`src/rtl/dispatch_pkg.sv`:
```
// Shared types and constants for the dispatch stage and its rename table.
// Latency: n/a (declarations only).
// Backpressure: n/a. Optional feature macro: DISPATCH_CDB_BYPASS_EN.
package dispatch_pkg;

   localparam int TAG_W     = 7;
   localparam int DATA_W    = 32;
   localparam int PC_W      = 32;
   localparam int OPC_W     = 7;
   localparam int REG_IDX_W = 5;
   localparam int NUM_REGS  = 32;

   // Tag 0 means "no producer"; live tags run TAG_FIRST..TAG_LAST and wrap.
   localparam logic [TAG_W-1:0] NO_TAG    = '0;
   localparam logic [TAG_W-1:0] TAG_FIRST = 7'd1;
   localparam logic [TAG_W-1:0] TAG_LAST  = 7'd127;

   typedef struct packed {
      logic [OPC_W-1:0]  opcode;
      logic [PC_W-1:0]   pc;
      logic [TAG_W-1:0]  rd_tag;
      logic [TAG_W-1:0]  op1_tag;
      logic [TAG_W-1:0]  op2_tag;
      logic [DATA_W-1:0] op1_dat;
      logic [DATA_W-1:0] op2_dat;
      logic [1:0]        valid;
   } rs_pkt_t;

   // Advance the tag allocator, skipping NO_TAG on wrap.
   function automatic logic [TAG_W-1:0] next_tag(input logic [TAG_W-1:0] t);
      return (t == TAG_LAST) ? TAG_FIRST : t + TAG_W'(1);
   endfunction

endpackage

```
`src/rtl/dispatch_unit_rename_table.sv`:
```
// Register file plus per-register busy/tag table with two lookup ports.
// Latency: lookups combinational; rename and broadcast writes land at the next edge.
// Backpressure: none; snoop_stall_o flags a same-cycle broadcast hit (0 with DISPATCH_CDB_BYPASS_EN).
module rename_table
   import dispatch_pkg::*;
(
   input  logic                 clk,
   input  logic                 reset,
   input  logic [REG_IDX_W-1:0] rd_idx_a_i,
   input  logic [REG_IDX_W-1:0] rd_idx_b_i,
   output logic                 rd_vld_a_o,
   output logic [TAG_W-1:0]     rd_tag_a_o,
   output logic [DATA_W-1:0]    rd_dat_a_o,
   output logic                 rd_vld_b_o,
   output logic [TAG_W-1:0]     rd_tag_b_o,
   output logic [DATA_W-1:0]    rd_dat_b_o,
   output logic                 snoop_stall_o,
   input  logic                 ren_en_i,
   input  logic [REG_IDX_W-1:0] ren_idx_i,
   input  logic [TAG_W-1:0]     ren_tag_i,
   input  logic                 bc_vld_i,
   input  logic [TAG_W-1:0]     bc_tag_i,
   input  logic [DATA_W-1:0]    bc_dat_i
);

   logic [NUM_REGS-1:0] busy_q, busy_d;
   logic [TAG_W-1:0]    tag_q [NUM_REGS];
   logic [TAG_W-1:0]    tag_d [NUM_REGS];
   logic [DATA_W-1:0]   dat_q [NUM_REGS];
   logic [DATA_W-1:0]   dat_d [NUM_REGS];

   logic [REG_IDX_W-1:0] rd_idx [2];
   logic                 rd_vld [2];
   logic [TAG_W-1:0]     rd_tag [2];
   logic [DATA_W-1:0]    rd_dat [2];
   logic                 rd_hit [2];

   assign rd_idx[0] = rd_idx_a_i;
   assign rd_idx[1] = rd_idx_b_i;

   // Source lookup against pre-update contents; r0 always reads as a valid zero.
   always_comb begin
      for (int p = 0; p < 2; p++) begin
         rd_vld[p] = 1'b1;
         rd_tag[p] = NO_TAG;
         rd_dat[p] = '0;
         rd_hit[p] = 1'b0;
         if (rd_idx[p] != '0) begin
            if (busy_q[rd_idx[p]]) begin
               rd_hit[p] = bc_vld_i && (tag_q[rd_idx[p]] == bc_tag_i);
`ifdef DISPATCH_CDB_BYPASS_EN
               if (rd_hit[p]) begin
                  rd_dat[p] = bc_dat_i;
               end else begin
                  rd_vld[p] = 1'b0;
                  rd_tag[p] = tag_q[rd_idx[p]];
               end
`else
               rd_vld[p] = 1'b0;
               rd_tag[p] = tag_q[rd_idx[p]];
`endif
            end else begin
               rd_dat[p] = dat_q[rd_idx[p]];
            end
         end
      end
   end

   assign rd_vld_a_o = rd_vld[0];
   assign rd_tag_a_o = rd_tag[0];
   assign rd_dat_a_o = rd_dat[0];
   assign rd_vld_b_o = rd_vld[1];
   assign rd_tag_b_o = rd_tag[1];
   assign rd_dat_b_o = rd_dat[1];

`ifdef DISPATCH_CDB_BYPASS_EN
   assign snoop_stall_o = 1'b0;
`else
   // Without the bypass, a lookup racing its own producer's broadcast must retry.
   assign snoop_stall_o = rd_hit[0] | rd_hit[1];
`endif

   // Broadcast writes data and clears busy; a same-cycle rename then overrides the clear.
   always_comb begin
      busy_d = busy_q;
      tag_d  = tag_q;
      dat_d  = dat_q;
      for (int i = 0; i < NUM_REGS; i++) begin
         if (bc_vld_i && busy_q[i] && (tag_q[i] == bc_tag_i)) begin
            dat_d[i]  = bc_dat_i;
            busy_d[i] = 1'b0;
         end
      end
      if (ren_en_i && (ren_idx_i != '0)) begin
         busy_d[ren_idx_i] = 1'b1;
         tag_d[ren_idx_i]  = ren_tag_i;
      end
   end

   // Table state register with synchronous clear.
   always_ff @(posedge clk) begin
      if (reset) begin
         busy_q <= '0;
         for (int i = 0; i < NUM_REGS; i++) begin
            tag_q[i] <= NO_TAG;
            dat_q[i] <= '0;
         end
      end else begin
         busy_q <= busy_d;
         for (int i = 0; i < NUM_REGS; i++) begin
            tag_q[i] <= tag_d[i];
            dat_q[i] <= dat_d[i];
         end
      end
   end

endmodule

```
`src/rtl/dispatch_unit.sv`:
```
// In-order dispatch: renames sources/destination and emits one RS packet per accepted instruction.
// Latency: accept in cycle T -> rs_dispatch strobe in cycle T+1.
// Backpressure: credit based (RS_DEPTH); inst_ready also drops on a broadcast race unless DISPATCH_CDB_BYPASS_EN.
module dispatch_unit
   import dispatch_pkg::*;
#(
   parameter int RS_DEPTH = 16
) (
   input  logic                 clk,
   input  logic                 reset,
   input  logic                 inst_valid,
   output logic                 inst_ready,
   input  logic [OPC_W-1:0]     opcode,
   input  logic [PC_W-1:0]      PC,
   input  logic [REG_IDX_W-1:0] rd,
   input  logic [REG_IDX_W-1:0] rs1,
   input  logic [REG_IDX_W-1:0] rs2,
   output logic                 rs_dispatch,
   output logic [OPC_W-1:0]     rs_opcode,
   output logic [PC_W-1:0]      rs_PC,
   output logic [TAG_W-1:0]     rs_Rd,
   output logic [TAG_W-1:0]     rs_operand1,
   output logic [TAG_W-1:0]     rs_operand2,
   output logic [DATA_W-1:0]    rs_operand1_data,
   output logic [DATA_W-1:0]    rs_operand2_data,
   output logic [1:0]           rs_valid,
   input  logic                 rs_issue,
   input  logic [DATA_W-1:0]    ALU_result,
   input  logic [TAG_W-1:0]     ALU_result_dest,
   input  logic                 ALU_result_valid
);

   localparam int CRED_W = $clog2(RS_DEPTH + 1);

   logic [CRED_W-1:0] credits_q, credits_d;
   logic [TAG_W-1:0]  tag_q, tag_d;
   logic              disp_q, disp_d;
   rs_pkt_t           pkt_q, pkt_d, pkt_out;

   logic              accept;
   logic              snoop_stall;
   logic              src1_vld, src2_vld;
   logic [TAG_W-1:0]  src1_tag, src2_tag;
   logic [DATA_W-1:0] src1_dat, src2_dat;

   rename_table u_rename_table (
      .clk           (clk),
      .reset         (reset),
      .rd_idx_a_i    (rs1),
      .rd_idx_b_i    (rs2),
      .rd_vld_a_o    (src1_vld),
      .rd_tag_a_o    (src1_tag),
      .rd_dat_a_o    (src1_dat),
      .rd_vld_b_o    (src2_vld),
      .rd_tag_b_o    (src2_tag),
      .rd_dat_b_o    (src2_dat),
      .snoop_stall_o (snoop_stall),
      .ren_en_i      (accept),
      .ren_idx_i     (rd),
      .ren_tag_i     (tag_q),
      .bc_vld_i      (ALU_result_valid),
      .bc_tag_i      (ALU_result_dest),
      .bc_dat_i      (ALU_result)
   );

   assign inst_ready = (credits_q != '0) && !snoop_stall;
   assign accept     = inst_valid && inst_ready;

   // Credit, tag-allocator and output-stage next state.
   always_comb begin
      credits_d = credits_q;
      tag_d     = tag_q;
      disp_d    = accept;
      pkt_d     = pkt_q;
      unique case ({rs_issue, accept})
         2'b10: if (credits_q != CRED_W'(RS_DEPTH)) credits_d = credits_q + CRED_W'(1);
         2'b01: credits_d = credits_q - CRED_W'(1);
         default: credits_d = credits_q;
      endcase
      if (accept) begin
         tag_d         = next_tag(tag_q);
         pkt_d.opcode  = opcode;
         pkt_d.pc      = PC;
         pkt_d.rd_tag  = tag_q;
         pkt_d.op1_tag = src1_tag;
         pkt_d.op2_tag = src2_tag;
         pkt_d.op1_dat = src1_dat;
         pkt_d.op2_dat = src2_dat;
         pkt_d.valid   = {src2_vld, src1_vld};
      end
   end

   // Dispatch state registers with synchronous reset.
   always_ff @(posedge clk) begin
      if (reset) begin
         credits_q <= CRED_W'(RS_DEPTH);
         tag_q     <= TAG_FIRST;
         disp_q    <= 1'b0;
         pkt_q     <= '0;
      end else begin
         credits_q <= credits_d;
         tag_q     <= tag_d;
         disp_q    <= disp_d;
         pkt_q     <= pkt_d;
      end
   end

   // Patch a waiting operand with a broadcast landing in the strobe cycle, which the RS would miss.
   always_comb begin
      pkt_out = pkt_q;
      if (disp_q && ALU_result_valid) begin
         if (!pkt_q.valid[0] && (pkt_q.op1_tag == ALU_result_dest)) begin
            pkt_out.valid[0] = 1'b1;
            pkt_out.op1_dat  = ALU_result;
         end
         if (!pkt_q.valid[1] && (pkt_q.op2_tag == ALU_result_dest)) begin
            pkt_out.valid[1] = 1'b1;
            pkt_out.op2_dat  = ALU_result;
         end
      end
   end

   assign rs_dispatch      = disp_q;
   assign rs_opcode        = pkt_out.opcode;
   assign rs_PC            = pkt_out.pc;
   assign rs_Rd            = pkt_out.rd_tag;
   assign rs_operand1      = pkt_out.op1_tag;
   assign rs_operand2      = pkt_out.op2_tag;
   assign rs_operand1_data = pkt_out.op1_dat;
   assign rs_operand2_data = pkt_out.op2_dat;
   assign rs_valid         = pkt_out.valid;

endmodule
```
`config.mk`:
```
export PLATFORM = sky130hd
export DESIGN_NAME = dispatch_unit
export DESIGN_NICKNAME = d
export VERILOG_FILES = /design/src/rtl/dispatch_pkg.sv /design/src/rtl/dispatch_unit_rename_table.sv /design/src/rtl/dispatch_unit.sv
export SDC_FILE = /design/constraint.sdc
export NUM_CORES = 2
export LEC_CHECK = 0
export CELL_PAD_IN_SITES_DETAIL_PLACEMENT = 0
export CELL_PAD_IN_SITES_GLOBAL_PLACEMENT = 2
export CORE_MARGIN = 10
export CORE_UTILIZATION = 30
export DETAILED_ROUTE_END_ITERATION = 16
export GPL_ROUTABILITY_DRIVEN = 0
export PLACE_DENSITY = 0.65
export SLEW_MARGIN = 10
export SYNTH_ARGS = -nofsm -noshare
export SYNTH_HDL_FRONTEND = slang
export SYNTH_SLANG_ARGS = --single-unit
```
`constraint.sdc`:
```
create_clock -name clk -period 6.3 [get_ports clk]
set_clock_uncertainty 0.1 [all_clocks]
set_input_delay 0.63 -clock clk [delete_from_list [all_inputs] [get_ports clk]]
set_output_delay 0.63 -clock clk [all_outputs]
set_load 0.005 [all_outputs]
```
==> qor.txt <==
Rel. slew slack = 16.9%
Final Hold Vio Count = 0
Number of max-cap violations = 0
Static Leak = 36.6 nW
Routed WL per cell = 29.3 um
Critical setup path kind = in2out
RSZ-0062 raised after global routing = false
Area grow syn2layout = 13.0%
Fraction of layout cells with a size suffix above 1 = 18.1%
First-pass GRT wire length = 435,000 um
Total congestion overflow = 0
Non-Filler Instances = 10,459
DR pass1 iterations = 6
Initial DRC count = 5,815
Full die area = 273,000 um2
Final setup fails = 0
CTS buffer count = 173
Commonest non-fill, non-tap cells in the layout = dfxtp_1 (1,412), mux2i_1 (1,215), nor2_1 (1,115)
Post-CTS setup buffers = 0
Vias per inst = 5.64
HP Class = in2reg
Critical path data required time = 5.57 ns
Number of synthesized flops with an enable pin = 0
Cell Pwr Density = 247 nW/um2
DR DRC count = 0
Mean post-synth cell area = 10.4 um2
Die height = 522 um
Clk buf depth = 3
Synthesized cell area = 75,600 um2
Reg clk slew, reported paths = 0.06 ns
Part of the cycle the worst path needs = 79.5%
VDD IR max = 0.280 mV
Final ANT Viol Nets = 0
Post-synth top flop = dfxtp_1
Syn_nets = 7,371
Clk Latency, worst-skew pair = 0.84 ns
Pins Over Slew Limit = 0
Yosys reg bits = 1,419
Largest net degree at the start of global routing = 216
Port bufs = 225
Post-synth ARST share = 0%
Final min period = 5.01 ns
CP Max Fanout = 81
Post-Place Cells = 10,139
Fmax = 200 MHz
Gr usage total = 21.5%
Core Region = 251,000 um2
PostCTS Resize Cnt = 0
I/O pins = 226
Post-DP HPWL = 174,000 um
Initial antenna violation count = 12
Post-synthesis cell type count = 67
Yosys warnings = 0
Starting Density = 30.1%
Post-CTS Hold Buffers = 0
Slew @ Worst Pin = 1.24 ns
Register area share after synthesis = 37.6%
Status = finished clean
Element type at the critical path end = output port
Vias = 58,954
WL final = 306,000 um
Max H-tree Level = 4
Setup TNS = 0 ns
CP Launch Type = input port
Worst Path Arrival = 4.28 ns
Clock sinks = 1,419
Vias in the first global route = 56,864
Die W = 522 um
Cells after Synth = 7,268
Clk root buf = clkbuf_16
Most common cell after layout, fill and taps aside = dfxtp_1
Num rows = 184
Nets = 7,069
CTS tree = yes
through the flow:
stage          hold slack (ns)  total power [mW]  area, um2  utilization, %  setup WS (ns)
2_1_floorplan            0.329              10.5      75600               -           1.48
3_3_place_gp             0.339              11.2      79800            31.8          0.666
3_5_place_dp             0.344              11.2      79800            31.8          0.884
4_1_cts                  0.145              21.4      85500            34.0           1.37
5_1_grt                  0.175              21.9      85500            34.0           1.14
6_report                 0.182              21.1      85500            34.0           1.29
power by group:
group / total, mW / switching [mW] / internal, mW
clock: 10.1 / 4.22 / 5.91
sequential: 9.07 / 0.0443 / 9.03
combinational: 1.94 / 1.37 / 0.577
total: 21.1 / 5.64 / 15.5
metal layers:
metal / routed length [um] / part of all wire, % / GRT usage [%]
met5: 9 / 0.0029 / 0
met4: 9290 / 3.0 / 6.28
met3: 18700 / 6.1 / 3.43
met2: 140000 / 46 / 34.1
met1: 138000 / 45 / 30.1
cells in the mapped netlist (6+ instances only):
cell      count  share of area [%]
a211oi_2     10               0.17
a21oi_1     401                2.7
a221oi_1     37               0.43
a221oi_2      6               0.12
a22o_1       13               0.15
a22oi_1      42               0.42
and3_1       14               0.12
buf_1       112               0.56
buf_2        68               0.45
buf_4        79               0.78
buf_6        38               0.57
clkbuf_1    547                2.7
clkbuf_2     18               0.12
dfxtp_1    1419                 38
mux2_1        9               0.13
mux2_2      151                2.2
mux2i_1    1215                 16
mux4_2      619                 18
nand2_1     237                1.2
nand2b_1      8              0.066
nand3_1     291                1.9
nand4_1      35               0.29
nor2_1     1119                5.6
nor2b_1      23               0.19
nor3_1       49               0.32
nor3b_1       6              0.060
nor4_1        7              0.058
nor4b_1       7              0.081
o21a_1        6              0.060
o21ai_0     223                1.5
o221ai_1     46               0.53
o22ai_1      31               0.26
or3_1         7              0.058
or4_1        66               0.65
xnor2_1     156                1.8
xor2_1       84               0.97
sequential cells by signal (all words and copies together), names as in the netlist:
name	flops
rs_dispatch	1
u_rename_table.busy_q	32
pkt_q	66
tag_q	7
u_rename_table.tag_q	224
rs_opcode	7
rs_Rd	7
rs_operand2	7
u_rename_table.dat_q	1024
credits_q	5
rs_operand1	7
rs_PC	32
final cells by class:
type	instances	area (um2)
fillers	25088	166000
multi-input cells	4983	43500
flip-flops and latches	1419	28400
clock buffers	271	5150
well taps	3348	4190
repair buffers	385	3670
clock inverters	44	524
inverters	4	15.0
diodes	5	12.5
critical path, stage by stage:
cell and delay (ns):
buf_8 0.60, mux4_2 0.61, mux2_2 0.29, a221oi_2 0.38
nor3_1 0.11, nor4b_1 0.50, nand4_2 0.28, and3b_1 0.30
clkdlybuf4s50_1 0.46
worst paths after layout:
| path | endpoint | startpoint | slack (ns) | cells after the start |
|---|---|---|---|---|
| min reg2reg | pkt_q[27]$_SDFFE_PP0N_ | pkt_q[27]$_SDFFE_PP0N_ | 0.35 | 2 |
| min | u_rename_table.tag_q[0]$_SDFFE_PP0P_ | reset | 0.18 | 2 |
| max | inst_ready | rs1[0] | 1.29 | 9 |
| max reg2reg | credits_q[4]$_SDFFE_PP1P_ | u_rename_table.busy_q[25]$_SDFF_PP0_ | 1.78 | 14 |
cells by family after synthesis:
logic type | share of synthesized area, %
AO/OA/AOI/OAI | 6.60
XOR/XNOR | 2.78
adder cells (fa/ha/maj) | 0.0926
buffers and inverters | 5.21
flip-flops | 37.6
multiplexers | 36.9
AND/OR/NAND/NOR | 10.8
No activity file was read; power rests on OpenSTA's default activity.
==> variant, RTL diff (config.mk and constraints unchanged) <==
Set the package constant `OPC_W` to 14 (it was 7).
--- a/src/rtl/dispatch_pkg.sv
+++ b/src/rtl/dispatch_pkg.sv
@@ -6,7 +6,7 @@
    localparam int TAG_W     = 7;
    localparam int DATA_W    = 32;
    localparam int PC_W      = 32;
-   localparam int OPC_W     = 7;
+   localparam int OPC_W     = 14;
    localparam int REG_IDX_W = 5;
    localparam int NUM_REGS  = 32;
 
Interface: changed (resized opcode and rs_opcode); port bits go from 226 to 240. No check against the original RTL was run, so the function may have changed too.
==> variant against the original RTL <==
Setup slack got worse by 0.071 ns. Area after synthesis increased by 1.1%. Design area increased by 1.3%. Hold slack got worse by 0.039 ns. Register-to-register slack got worse by 0.20 ns. Wire length decreased by 0.12%. Synthesized cell count increased by 0.32%. Sequential cell count increased by 7. Total power increased by 1.6%. Critical path type is now reg2out.
==> variant: results (changes against the original RTL) <==
Cell variety after synth 64 (was 67); vias in the first global route 58380 (was 56864); status finished clean (unchanged); number of buffers inserted during clock tree synthesis 173 (unchanged); buffer count from post-CTS setup fixing 0 (unchanged); WL per Instance 29.2 um (was 29.3 um); Gates resized, CTS repair 0 (unchanged); R2R Path End credits_q[0]$_SDFFE_PP0P_ (was credits_q[4]$_SDFFE_PP1P_); cell depth of the worst flop-to-flop path 11 (was 14); worst setup slack after placement 0.830 ns (was 0.884 ns); clock latency reported for the late side of the worst-skew pair 0.85 ns; largest net degree at the start of global routing 215 (was 216); Syn Nets 7401 (was 7371); internal reg-to-reg setup slack 1.58 ns (was 1.78 ns); Most used DFF post-synth sky130_fd_sc_hd__dfxtp_1 (unchanged); Clock Root Buffer sky130_fd_sc_hd__clkbuf_16 (unchanged); leakage power of the design 36.8 nW (was 36.6 nW); layout cells sized above 1 18.3% (was 18.1%); proportion of register bits with asynchronous set or reset after synthesis 0% (unchanged); maximum fanout encountered on the critical timing path 4 (was 81); buffer levels on the longest clock path 3 (unchanged); cell types with the largest area share after synthesis sky130_fd_sc_hd__dfxtp_1, sky130_fd_sc_hd__mux4_2, sky130_fd_sc_hd__mux2i_1 (unchanged); type of the worst min-delay path in2reg (unchanged); DRT iter0 DRCs 5746 (was 5815); most frequent cells after synthesis sky130_fd_sc_hd__dfxtp_1, sky130_fd_sc_hd__mux2i_1, sky130_fd_sc_hd__nor2_1 (unchanged); number of antenna violations at the first check in global routing 19 (was 12); vias post-DR 59779 (was 58954); highest ir drop seen on vdd 293 uV (was 280 uV); Final Critical Period 5.08 ns (was 5.01 ns); 1st-pass router iterations 5 (was 6); net count of the finished layout 7048 (was 7069); total half-perimeter wirelength after legalization and detailed placement 178000 um (was 174000 um); origin of the worst setup path u_rename_table.tag_q[25]$_SDFFE_PP0P_ (was rs1[0]); Vias/cell 5.72 (was 5.64); final slew viol count 0 (unchanged); last element of the critical path inst_ready (unchanged); clock transition at the registers of the reported paths 0.06 ns (about the same); CP Data Arrival Time 4.35 ns (was 4.28 ns); Worst Min Path Start reset (unchanged); total of warnings raised by yosys 0 (unchanged); input/output buffers 239 (was 225); top flop regs u_rename_table.dat_q x1024, u_rename_table.tag_q x224, pkt_q x66 (unchanged); actual slew at the worst max-slew pin 1.28 ns (was 1.24 ns); Overall Global Routing Usage 21.1% (was 21.5%); sequential element share of the synthesized area 37.3% (was 37.6%); placed cell count 10129 (was 10139); maximum level of the CTS H-tree 4 (unchanged); wire length of the first global-routing pass 439000 um (was 435000 um); number of instances in the synthesized netlist 7291 (was 7268)
[variant: cell families after synthesis]
group	synth area share, %
AND/OR/NAND/NOR	10.6
multiplexers	36.2
XOR/XNOR	2.76
adder cells (fa/ha/maj)	0.0916
buffers and inverters	5.58
flip-flops	37.3
AO/OA/AOI/OAI	7.44
[variant: worst min-delay path by stage]
stage,slack (ns),depth (start not counted),endpoint
finish,0.14,2,rs_PC[24]$_SDFFE_PP0N_
global placement,0.34,2,pkt_q[33]$_SDFFE_PP0N_
detailed placement,0.35,2,rs_opcode[6]$_SDFFE_PP0N_
floorplan,0.33,1,pkt_q[16]$_SDFFE_PP0N_
CTS,0.11,2,u_rename_table.dat_q[289]$_SDFFE_PP0P_
global route,0.14,2,rs_PC[24]$_SDFFE_PP0N_
[variant: layer usage]
layer  share of wire, %  global-route usage, %  vias to the layer above
met3                6.1                   3.50                      524
met1                 44                   28.8                    30858
met4                3.4                   6.74                        2
li1                   -                      -                    26130
met2                 47                   34.1                     2265
met5             0.0036                      0                        -
[variant: cell type report]
cell class / count / area, sq um
clock buffers: 261 / 5150
clock inverters: 58 / 726
repair buffers: 426 / 4010
well taps: 3366 / 4210
inverters: 5 / 21.3
fillers: 25347 / 167000
multi-input cells: 4906 / 43900
flip-flops and latches: 1426 / 28500
diodes: 7 / 17.5
[variant: worst max-delay path, cell delays in order (launching register included)]
cell and delay, ns:
sky130_fd_sc_hd__dfxtp_1 0.37, sky130_fd_sc_hd__mux4_2 0.47, sky130_fd_sc_hd__a22o_1 0.27, sky130_fd_sc_hd__a211oi_1 0.58, sky130_fd_sc_hd__nor3_1 0.11, sky130_fd_sc_hd__nor4b_1 0.45
sky130_fd_sc_hd__nand4_1 0.41, sky130_fd_sc_hd__o211a_1 0.34, sky130_fd_sc_hd__clkdlybuf4s50_1 0.50
[variant: through the flow]
stage | area [sq um] | hold WS [ns]
floorplan | 76500 | 0.329
global placement | 80700 | 0.342
detailed placement | 80700 | 0.346
CTS | 86600 | 0.110
global route | 86600 | 0.135
finish | 86600 | 0.143
[variant: power by group]
group / switching (mW) / internal [mW] / leakage [nW]
combinational: 1.42 / 0.593 / 22.4
clock: 4.38 / 5.94 / 2.88
sequential: 0.0785 / 9.08 / 11.5
